**src/rtl/bin_to_bcd_seq.sv**
```systemverilog
// Sequential binary-to-BCD converter (shift-add-3, one bit per clock) feeding the
// seven-segment decoders; 4'hF is the minus glyph.
module bin_to_bcd_seq #(
  parameter int WIDTH  = 14,
  parameter int DIGITS = 4
) (
  input  logic                  clk,
  input  logic                  rst,
  input  logic                  start,
  input  logic [WIDTH-1:0]      bin_in,
  input  logic                  signed_mode,
  output logic                  busy,
  output logic                  done,
  output logic [4*DIGITS-1:0]   bcd_out,
  output logic                  negative,
  output logic                  overflow
);

  localparam int BW = 4 * DIGITS;
  localparam int SW = 4 * (DIGITS + 2);
  localparam int CW = $clog2(WIDTH + 1);
  localparam logic [BW-1:0] TOP_MASK = ~({BW{1'b1}} >> 4);

  typedef enum logic [1:0] {
    S_IDLE,
    S_SHIFT,
    S_FINISH
  } state_t;

  state_t            state_q, state_d;
  logic [CW-1:0]     cnt_q, cnt_d;
  logic [WIDTH-1:0]  mag_q, mag_d;
  logic [SW-1:0]     scratch_q, scratch_d;
  logic              neg_q, neg_d;
  logic              busy_q, busy_d;
  logic              done_q, done_d;
  logic [BW-1:0]     bcd_q, bcd_d;
  logic              negative_q, negative_d;
  logic              overflow_q, overflow_d;

  logic [SW-1:0]     adj;
  logic              neg_in;
  logic [WIDTH-1:0]  mag_in;
  logic              extra_nz;
  logic              top_nz;
  logic              ovf;

  // Add-3 correction on every scratch digit, in parallel, before the shift.
  always_comb begin
    adj = scratch_q;
    for (int i = 0; i < DIGITS + 2; i++) begin
      if (scratch_q[4*i +: 4] >= 4'd5) begin
        adj[4*i +: 4] = scratch_q[4*i +: 4] + 4'd3;
      end
    end
  end

  // -2^(WIDTH-1) negates to itself, which reads correctly as an unsigned magnitude.
  assign neg_in = signed_mode & bin_in[WIDTH-1];
  assign mag_in = neg_in ? (~bin_in + WIDTH'(1)) : bin_in;

  assign extra_nz = |scratch_q[SW-1 -: 8];
  assign top_nz   = |scratch_q[BW-1 -: 4];
  assign ovf      = extra_nz | (neg_q & top_nz);

  always_comb begin
    state_d    = state_q;
    cnt_d      = cnt_q;
    mag_d      = mag_q;
    scratch_d  = scratch_q;
    neg_d      = neg_q;
    busy_d     = busy_q;
    done_d     = 1'b0;
    bcd_d      = bcd_q;
    negative_d = negative_q;
    overflow_d = overflow_q;

    unique case (state_q)
      S_IDLE: begin
        if (start) begin
          state_d   = S_SHIFT;
          cnt_d     = CW'(WIDTH);
          mag_d     = mag_in;
          neg_d     = neg_in;
          scratch_d = '0;
          busy_d    = 1'b1;
        end
      end
      S_SHIFT: begin
        scratch_d = {adj[SW-2:0], mag_q[WIDTH-1]};
        mag_d     = {mag_q[WIDTH-2:0], 1'b0};
        cnt_d     = cnt_q - CW'(1);
        if (cnt_q == CW'(1)) begin
          state_d = S_FINISH;
        end
      end
      S_FINISH: begin
        state_d    = S_IDLE;
        busy_d     = 1'b0;
        done_d     = 1'b1;
        negative_d = neg_q;
        if (ovf) begin
          overflow_d = 1'b1;
          bcd_d      = '1;
        end else if (neg_q) begin
          overflow_d = 1'b0;
          bcd_d      = scratch_q[BW-1:0] | TOP_MASK;
        end else begin
          overflow_d = 1'b0;
          bcd_d      = scratch_q[BW-1:0];
        end
      end
      default: begin
        state_d = S_IDLE;
        busy_d  = 1'b0;
      end
    endcase
  end

  always_ff @(posedge clk) begin
    if (rst) begin
      state_q    <= S_IDLE;
      cnt_q      <= '0;
      mag_q      <= '0;
      scratch_q  <= '0;
      neg_q      <= 1'b0;
      busy_q     <= 1'b0;
      done_q     <= 1'b0;
      bcd_q      <= '0;
      negative_q <= 1'b0;
      overflow_q <= 1'b0;
    end else begin
      state_q    <= state_d;
      cnt_q      <= cnt_d;
      mag_q      <= mag_d;
      scratch_q  <= scratch_d;
      neg_q      <= neg_d;
      busy_q     <= busy_d;
      done_q     <= done_d;
      bcd_q      <= bcd_d;
      negative_q <= negative_d;
      overflow_q <= overflow_d;
    end
  end

  assign busy     = busy_q;
  assign done     = done_q;
  assign bcd_out  = bcd_q;
  assign negative = negative_q;
  assign overflow = overflow_q;

endmodule

```
**config.mk**
```make
export PLATFORM = sky130hd
export DESIGN_NAME = bin_to_bcd_seq
export DESIGN_NICKNAME = d
export VERILOG_FILES = /design/src/rtl/bin_to_bcd_seq.sv
export SDC_FILE = /design/constraint.sdc
export NUM_CORES = 1
export LEC_CHECK = 0
export CORE_MARGIN = 2
export CORE_UTILIZATION = 55
export DETAILED_ROUTE_END_ITERATION = 10
export PLACE_DENSITY = 0.79
export SYNTH_ARGS = -nofsm -noshare
export SYNTH_HDL_FRONTEND = slang
export SYNTH_SLANG_ARGS = --single-unit
```
**constraint.sdc**
```tcl
create_clock -name clk -period 2.1 [get_ports clk]
set_input_delay 0.21 -clock clk [delete_from_list [all_inputs] [get_ports clk]]
set_output_delay 0.21 -clock clk [all_outputs]
set_load 0.02 [all_outputs]
```
After elaboration in Yosys (flattened, before gate mapping)
Index checks and enable logic that the tools add are counted.
Widths: inputs -> output; s select.
{ "totals": {"ff_bits": 65, "word_cells": 64, "input_bits": 18} }
{ "op_classes": {"n_addsub": 8, "n_lt_le_gt_ge": 6, "eq_ne": 5, "n_bitwise": 5, "mux": 22, "reduce_logical": 8} }
{ "op_table": {"columns": ["op", "count"], "rows": [
  ["$pmux 24 s2", 1],
  ["$mux 16", 2],
  ["$mux 14", 2],
  ["$pmux 14 s2", 1],
  ["$ge 4x3->1 const B", 6],
  ["$mux 24", 1],
  ["$mux 4", 6],
  ["$add 4x2->4 const B", 5],
  ["$add 14x1->14 const B", 1],
  ["$not 14->14", 1],
  ["$pmux 4 s2", 1],
  ["$reduce_and 2->1", 4],
  ["$reduce_or 8->1", 1],
  ["$eq 4x1->1 const B", 1],
  ["$mux 2", 2],
  ["$ne 2x2->1 const B", 2],
  ["$pmux 2 s2", 1],
  ["$reduce_or 4->1", 1],
  ["$sub 4x1->4 const B", 1],
  ["$add 3x2->3 const B", 1],
  ["$mux 1", 3],
  ["$mux 3", 1],
  ["$and 1x1->1", 2],
  ["$eq 2x1->1 const B", 1],
  ["6 further kinds", 6]
]} }

Depth between registers and ports, before layout
Gate-level depths: netlist of the first run.
{ "logic_depth": {"depth_word": 5, "mapped_depth": 6, "mapped_depth_nobuf": 6} }

Worst setup path after synthesis of the first run
Ideal clock, no wire load.
{ "synth_timing": {"kind": "register to register", "start": "register scratch_q[12]", "end": "register bcd_q[0] (netlist: bcd_out[0])", "n_path_buf": 0, "period_less_slack_ns": 1.639, "setup_ns": 0.086, "path_stages_with_launch": 7, "required_ns": 2.014, "arrival_time_ns": 1.553, "path_slack_ns": 0.461, "cell_sequence": "dfxtp_1 inv_1 ha_1 nor3b_1 o2111ai_1 inv_2 a211oi_1"} }
{ "synth_via": {"elab_chain_len": 4} }
{ "synth_lines": {"columns": ["element", "line", "text"], "rows": [
  ["start: declaration", "33", "logic [SW-1:0] scratch_q, scratch_d;"],
  ["start signal: assignment", "136", "scratch_q <= scratch_d;"],
  ["$reduce_or 4->1", "63", "assign top_nz = |scratch_q[BW-1 -: 4];"],
  ["$and 1x1->1", "64", "assign ovf = extra_nz | (neg_q & top_nz);"],
  ["$or 1x1->1", "64", null],
  ["$mux 16", "102", "if (ovf) begin"],
  ["end signal: assignment", "129", "bcd_q <= '0;"],
  ["end signal: assignment", "140", "bcd_q <= bcd_d;"],
  ["end: declaration", "37", "logic [BW-1:0] bcd_q, bcd_d;"]
]} }
No other way between the ends.
A chain may end at the register's enable or synchronous reset.

Worst setup path after layout of the first run
{ "layout_timing": {"start": "input port bin_in[0]", "end": "register mag_q[12]"} }
{ "layout_via": {"elab_chain_len": 5} }
{ "layout_lines": {"columns": ["element", "line", "text"], "rows": [
  ["start: declaration", "10", "input logic [WIDTH-1:0] bin_in,"],
  ["$not 14->14", "60", "assign mag_in = neg_in ? (~bin_in + WIDTH'(1)) : bin_in;"],
  ["$add 14x1->14", "60", null],
  ["$mux 14", "60", null],
  ["$mux 14", "80", "if (start) begin"],
  ["$pmux 14 s2", "78", "unique case (state_q)"],
  ["end signal: assignment", "135", "mag_q <= mag_d;"],
  ["end: declaration", "32", "logic [WIDTH-1:0] mag_q, mag_d;"]
]} }
No other way between the ends. The select of a mux whose other input is x is not followed.

==> results of run 1 <==
## power by group
group          internal [mW]  leakage (nW)  switching [mW]
Combinational          0.116         0.797           0.150
Clock                  0.554         0.102           0.450
Sequential              1.27         0.527          0.0243
Total                   1.94          1.43           0.624
## placed cells by master, fill, tap and decap left out, types with 2 or more instances in the layout
master,n
a211oi_1,6
a21oi_1,23
a222oi_1,2
a22o_1,12
a22oi_1,13
and2_1,2
buf_4,13
clkbuf_8,13
clkdlybuf4s50_1,36
clkinv_2,2
dfxtp_1,65
ha_1,17
inv_1,17
mux2i_1,7
nand2_1,12
nand2b_1,9
nand3_1,8
nor2_1,36
nor2b_1,5
nor3_1,18
nor3b_1,3
o21ai_0,13
o21ai_1,3
o22ai_1,10
o31ai_1,3
o41ai_1,2
o41ai_2,2
or3_1,5
or4_4,2
xnor2_1,8
xor2_1,15
## path summary, 6_finish.rpt
kind / startpoint / cells past startpoint / end
worst min-delay path: rst / 2 / mag_q[0]
worst min register to register: busy / 2 / busy
worst max register to register: scratch_q[20] / 7 / bcd_out[1]
worst max-delay path: bin_in[0] / 7 / mag_q[12]
## registers in the layout, summed over array words and instances, names as in the netlist
register,cells
mag_q,14
done,1
negative,1
cnt_q,4
neg_q,1
bcd_out,16
overflow,1
state_q,2
scratch_q,24
busy,1
## synthesized netlist by cell type
master      n
nand3_1     8
a211oi_1    6
dfxtp_1    65
o41ai_4     1
or4_1       1
nor2b_1     5
a21oi_1    23
ha_1       17
o21ai_0    13
o41ai_1     2
o31ai_1     3
inv_2       1
nand3b_1    1
buf_1       2
nand2b_1    9
nor4_1      1
o21ai_1     3
nor3b_1     3
nand4_1     1
or3b_1      1
buf_6       1
clkbuf_1   17
or3_1       5
xnor2_1     8
and2_1      2
nor3_1     18
nor4b_1     1
or2_2       1
o22ai_1    10
nor2_1     36
or4_4       2
o41ai_2     2
o21bai_1    1
o2111ai_1   1
a22oi_1    13
nand2_1    12
mux2i_1     7
a221oi_1    1
inv_1      17
a22o_1     12
xor2_1     15
or3b_2      1
a222oi_1    2
## cell type report
cell class	instances	share of cell area, %
clock buffers	14	4.81
clock inverters	2	0.264
inverters	18	1.78
multi-input cells	248	44.3
flip-flops and latches	65	34.3
well taps	72	2.37
repair buffers	50	12.2
## cells by family after synthesis
logic type | count (synthesis) | synth area share (%)
compound gates | 93 | 20.8
buf+inv | 38 | 4.79
simple gates | 108 | 17.5
xor+xnor | 23 | 6.43
flops | 65 | 41.5
mux | 7 | 2.24
fa+ha+maj | 17 | 6.79
## metal layers
metal  share of wire [%]  global-route usage [%]
met1                  45                    26.0
met2                  49                    37.5
met3                 4.2                    5.09
met4                 2.3                    9.66
met5                   0                       0
## stage by stage
stage	total power, mW	TNS (ns)	cells	worst slack [ns]
final	2.57	0	469	0.324
after global routing	2.67	0	469	0.211
after CTS	2.58	0	469	0.325
after detailed placement	1.59	-0.0528	453	-0.0355
after global placement	1.58	0	453	0.0231
after floorplan	1.48	0	351	0.461
==> impl_results.md, run 1 <==
* Worst Tran Pin Value at about 0.9 ns
* Die ar. at 6320 µm²
* VDD IR max at around 0.00042 V
* Worst-path cell chain: clkdlybuf4s50_1, inv_1, ha_1, or3b_1, o41ai_2, xor2_1, o22ai_1
* Flop2flop setup slack at between 0.3 and 0.4 ns
* CTS tree: yes
* First-pass GRT wire length at between 10000 and 15000 µm
* Setup violations, final at 0
* Antenna Cells at 0
* Post-cts resize count at 0
* Worst-path cell with the longest stage delay: clkdlybuf4s50_1
* HPWL after DPL at 4420 µm
* Final Core Density at between 60 and 70%
* Max stage delay on crit path at between 0.4 and 0.5 ns
* Cell Pwr Density at between 600 and 700 nW/µm²
* Normalized max-slew margin at between 30% and 40%
* Vias in the first global route at approximately 2400
* Status: completed
* Drt wl/cell at around 14 µm
* Synth-to-layout area growth at 21.2%
* Port buffer count at 37
* WL final at ~6400 µm
* Via total after detailed routing at around 2700
* Static leakage at between 1 and 1.5 nW
* Worst Path Buf+Inv at 2
* Horiz. Die Dim at between 70 and 80 µm
* CP Capture Type: register
* Post-synthesis area per instance at approximately 9 µm²
* Die height at 79.5 µm
* Starting Density at a little under three fifths
* Hold Crit Class: primary input to register
* Layout Nets at between 400 and 500
* #FFs+latches synth at 65
* I/O pins at 38
* CP Launch Type: primary input
* Area contributors post-synth: dfxtp_1 (42%), ha_1 (6.8%), nor2_1 (4.3%), xor2_1 (4.2%), a21oi_1 (3.7%)
* Core area at 5510 µm²
* Final Cell Area at roughly 3800 µm²
* WP data required at ~2.3 ns
* Filler Cell Count at about 460
* Family with the most delay on the worst path: buffers and inverters
* Area leader, netlist: dfxtp_1
* Dpl cell area at between 3000 and 4000 µm²
* Hold_ws at ~0.25 ns
* Clk pin slew, worst setup/hold paths at about 0.07 ns
* Synth top area share at 41.5%
* Fin. Hold Viols at 0
* Clock Tree Buf Depth at 2
* DRT iter0 DRCs at about 120
* CTS Sinks at 65
* Post-synth cell types at 43
* Setup CP Type: primary input to register
* Sequential fraction of the synthesis area at 41.5%
* First drt pass iteration count at 5
* Post-route ant nets at 0
* Largest net degree at the start of global routing at 39
* Max Cap Viol at 0
* RSZ-0062 raised after global routing: no
* Clk_lat worst skew at ~0.34 ns
* TritonCTS buffer count at 9
* Crit path DAT at just under 2 ns
* Yosys warnings at 0
* Multi-input logic area at 1680 µm²
* Synth Net Count at roughly 390
* Tmin final at 1.78 ns
* Initial antenna violation count at 0
* GR Overflow Total at 0
* Period utilisation layout at between 80% and 90%
* Final clock skew at between 0.005 and 0.006 ns
* Max Slew Vio Count at 0
* Share of layout cells above drive strength 1 at 9.32%
* GP Congestion at 0.857
* FP Rows at 27
* H-tree depth at 3
* Post-Synthesis Cells at about 350
* Hold_buf cts at 0
* Clock root cell: clkbuf_8
* Reg area at 1300 µm²
* FMAX at 563 MHz
* Synth Cell Area at approximately 3100 µm²
* Critical path peak fanout at 5
* Setup Buffers After CTS at 0
* DRC viols at 0
* Via density at 5.70
* GRT Util Overall at 21.9%
No activity file was read; power rests on OpenSTA's default activity.
==> inputs of run 2 (changes only) <==
--- a/config.mk
+++ b/config.mk
@@ -6,9 +6,9 @@
 export NUM_CORES = 1
 export LEC_CHECK = 0
 export CORE_MARGIN = 2
-export CORE_UTILIZATION = 55
+export CORE_UTILIZATION = 50
 export DETAILED_ROUTE_END_ITERATION = 10
-export PLACE_DENSITY = 0.79
+export PLACE_DENSITY = 0.76
 export SYNTH_ARGS = -nofsm -noshare
 export SYNTH_HDL_FRONTEND = slang
 export SYNTH_SLANG_ARGS = --single-unit
==> constraint.sdc (replaced) <==
create_clock -name clk -period 1.5 [get_ports clk]
set_input_delay 0.15 -clock clk [delete_from_list [all_inputs] [get_ports clk]]
set_output_delay 0.15 -clock clk [all_outputs]
set_load 0.02 [all_outputs]
==> run 2 against run 1 <==
Against the previous run:
- the flow now finishes with violations (setup timing)
- global-route usage increased by 0.10 points
- final cell count increased by 7.0%
- sequential cell count unchanged
- first-iteration DRC count is 13% higher
- core utilization increased by 3.4 points
- critical path type is now register to register
- largest cell class unchanged
==> impl_results.md, run 2 (synthesis gave the netlist of run 1 again) <==
* GP Congestion at 0.822 (-4.1%)
* GR Overflow Total at 0 (unchanged)
* Status: finished, violations left
* Tmin final at ~1.5 ns
* R2R cell count at 7 (unchanged)
* CTS tree: yes
* Flop2flop setup slack at -0.003 ns (-0.38 ns)
* Max FFs per register at 24 (unchanged)
* Cell Pwr Density at 806 nW/µm² (+19%)
* TritonCTS buffer count at 9 (unchanged)
* Clk_lat worst skew at 0.35 ns (about the same)
* Vias in the first global route at 2790 (+14%)
* Commonest non-fill, non-tap cell in the layout: dfxtp_1
* VDD IR max at 0.000465 V (+11%)
* Hold_buf cts at 0 (unchanged)
* Setup violations, final at 2 (+2)
* Filler Cell Count at 417 (-9.2%)
* HPWL after DPL at 5010 µm (+13%)
* WHS Endpoint: mag_q[6]
* Period utilisation layout at 100%
* RSZ-0062 raised after global routing: yes
* Hold Crit Start: bin_in[6]
* Final clock skew at 0.00689 ns (+0.000968 ns)
* Hold depth at 4 (+2)
* H-tree depth at 3 (unchanged)
* Pre-CTS setup slack at -0.588 ns (-0.552 ns)
* First-pass GRT wire length at 12500 µm (+14%)
* Static leakage at 1.69 nW (+19%)
* WL final at 7580 µm (+19%)
* Critical path peak fanout at 4 (-1)
* Die height at 83.2 µm (+4.6%)
* DRT iter0 DRCs at 133 (+13%)
* GRT Util Overall at 22.0% (+0.10 points)
* Post-route ant nets at 0 (unchanged)
* Die ar. at 6920 µm² (+9.5%)
* Clock root cell: clkbuf_8
* FP Rows at 28 (+3.7%)
* FMAX at approximately 670 MHz
* Largest net degree at the start of global routing at 29 (-26%)
* CTS Sinks at 65 (unchanged)
* Max Cap Viol at 0 (unchanged)
* Max Slew Vio Count at 0 (unchanged)
* Crit path DAT at 1.77 ns (-0.22 ns)
* Fin. Hold Viols at 0 (unchanged)
* CP Launch Type: register
* Initial antenna violation count at 0 (unchanged)
* Starting Density at 52.3% (-4.6 points)
* CP Capture Type: register
* Clk pin slew, worst setup/hold paths at 0.07 ns (about the same)
* Antenna Cells at 0 (unchanged)
* Reg2Reg Launch Point: scratch_q[13]
* Via total after detailed routing at 2865 (+7.1%)
* Drt wl/cell at 15.1 µm (+11%)
* Share of layout cells above drive strength 1 at 29.3% (+20 points)
* Clock Tree Buf Depth at 2 (unchanged)
* Layout Nets at 457 (+7.0%)
* Min setup slack post-route at -0.00303 ns (-0.327 ns)
* Final setup TNS at -0.00394 ns (-0.00394 ns)
* Final Core Density at 72.3% (+3.4 points)
* DRC viols at 0 (unchanged)
* Most flop-heavy register: scratch_q
* Port buffer count at 37 (unchanged)
* Failing checks: setup timing
* Most frequent cells in the layout: dfxtp_1 (54), buf_4 (39), nor2_1 (29), clkdlybuf4s50_1 (27), a21oi_1 (17)
* First drt pass iteration count at 4 (-1)
* Hold Crit Class: primary input to register
* Setup CP Type: register to register
* Reg2reg end: bcd_out[2]
* Horiz. Die Dim at 83.2 µm (+4.6%)
* Synth-to-layout area growth at 38.3%
* Normalized max-slew margin at 59.0% (+20 points)
* I/O pins at 38 (unchanged)
* WP data required at 1.76 ns (-0.55 ns)
* Worst Tran Pin Value at 0.612 ns (-0.304 ns)
* Via density at 5.71 (about the same)
* Core area at 5990 µm² (+8.8%)
==> run 2: critical path: stages (launching register included) <==
cell	delay (ns)
dfxtp_4	0.37
inv_4	0.04
ha_4	0.16
nor3b_4	0.15
o2111ai_4	0.28
buf_6	0.20
nor2_4	0.03
nor3_1	0.17
==> run 2: how the worst max path moves through the flow <==
stage	to	start	slack, ns	cells past startpoint
3_3_place_gp	mag_q[12]	bin_in[0]	-0.52	7
6_report	bcd_out[2]	scratch_q[13]	-0.003	7
2_1_floorplan	bcd_out[0]	scratch_q[12]	0.0002	6
4_1_cts	bcd_out[5]	scratch_q[13]	-0.01	6
5_1_grt	mag_q[3]	state_q[0]	-0.08	5
3_5_place_dp	mag_q[12]	bin_in[0]	-0.59	7
==> run 2: per-stage QoR <==
step | std cells | total power, mW | cell area, µm² | hold WS (ns)
2_1_floorplan | 351 | 2.07 | 3140 | 0.287
3_3_place_gp | 482 | 2.26 | 3830 | 0.468
3_5_place_dp | 482 | 2.27 | 3830 | 0.478
4_1_cts | 501 | 3.49 | 4130 | 0.313
5_1_grt | 502 | 3.65 | 4330 | 0.277
6_report | 502 | 3.50 | 4330 | 0.257
==> run 2: area by class of cell <==
type	count	area, µm²	share of cell area [%]
Sequential cell	65	1320	30.5
Clock buffer	12	135	3.12
Clock inverter	4	20.0	0.462
Timing Repair Buffer	80	728	16.8
Tap cell	75	93.8	2.17
Multi-Input combinational cell	248	1960	45.3
Inverter	18	75.1	1.73
==> run 2: power by group <==
group	switching, mW	leakage [nW]	internal [mW]
Clock	0.650	0.0839	0.589
Combinational	0.241	1.08	0.204
Sequential	0.0344	0.534	1.78
Total	0.926	1.69	2.57
==> run 2: timing repair <==
action | CTS | global route
gates cloned | 0 | 0
gates resized for setup | 30 | 60
buffers inserted | 3 | 1
pin swaps | 8 | 23
endpoints found under the setup margin | 37 | 44
==> run 2: per-layer routing <==
metal	GRT usage [%]	part of all wire, %	vias to the layer above
li1	-	-	1400
met1	27.2	44	1371
met2	36.9	50	84
met5	0	0	-
met3	6.26	4.5	10
met4	7.00	1.7	0
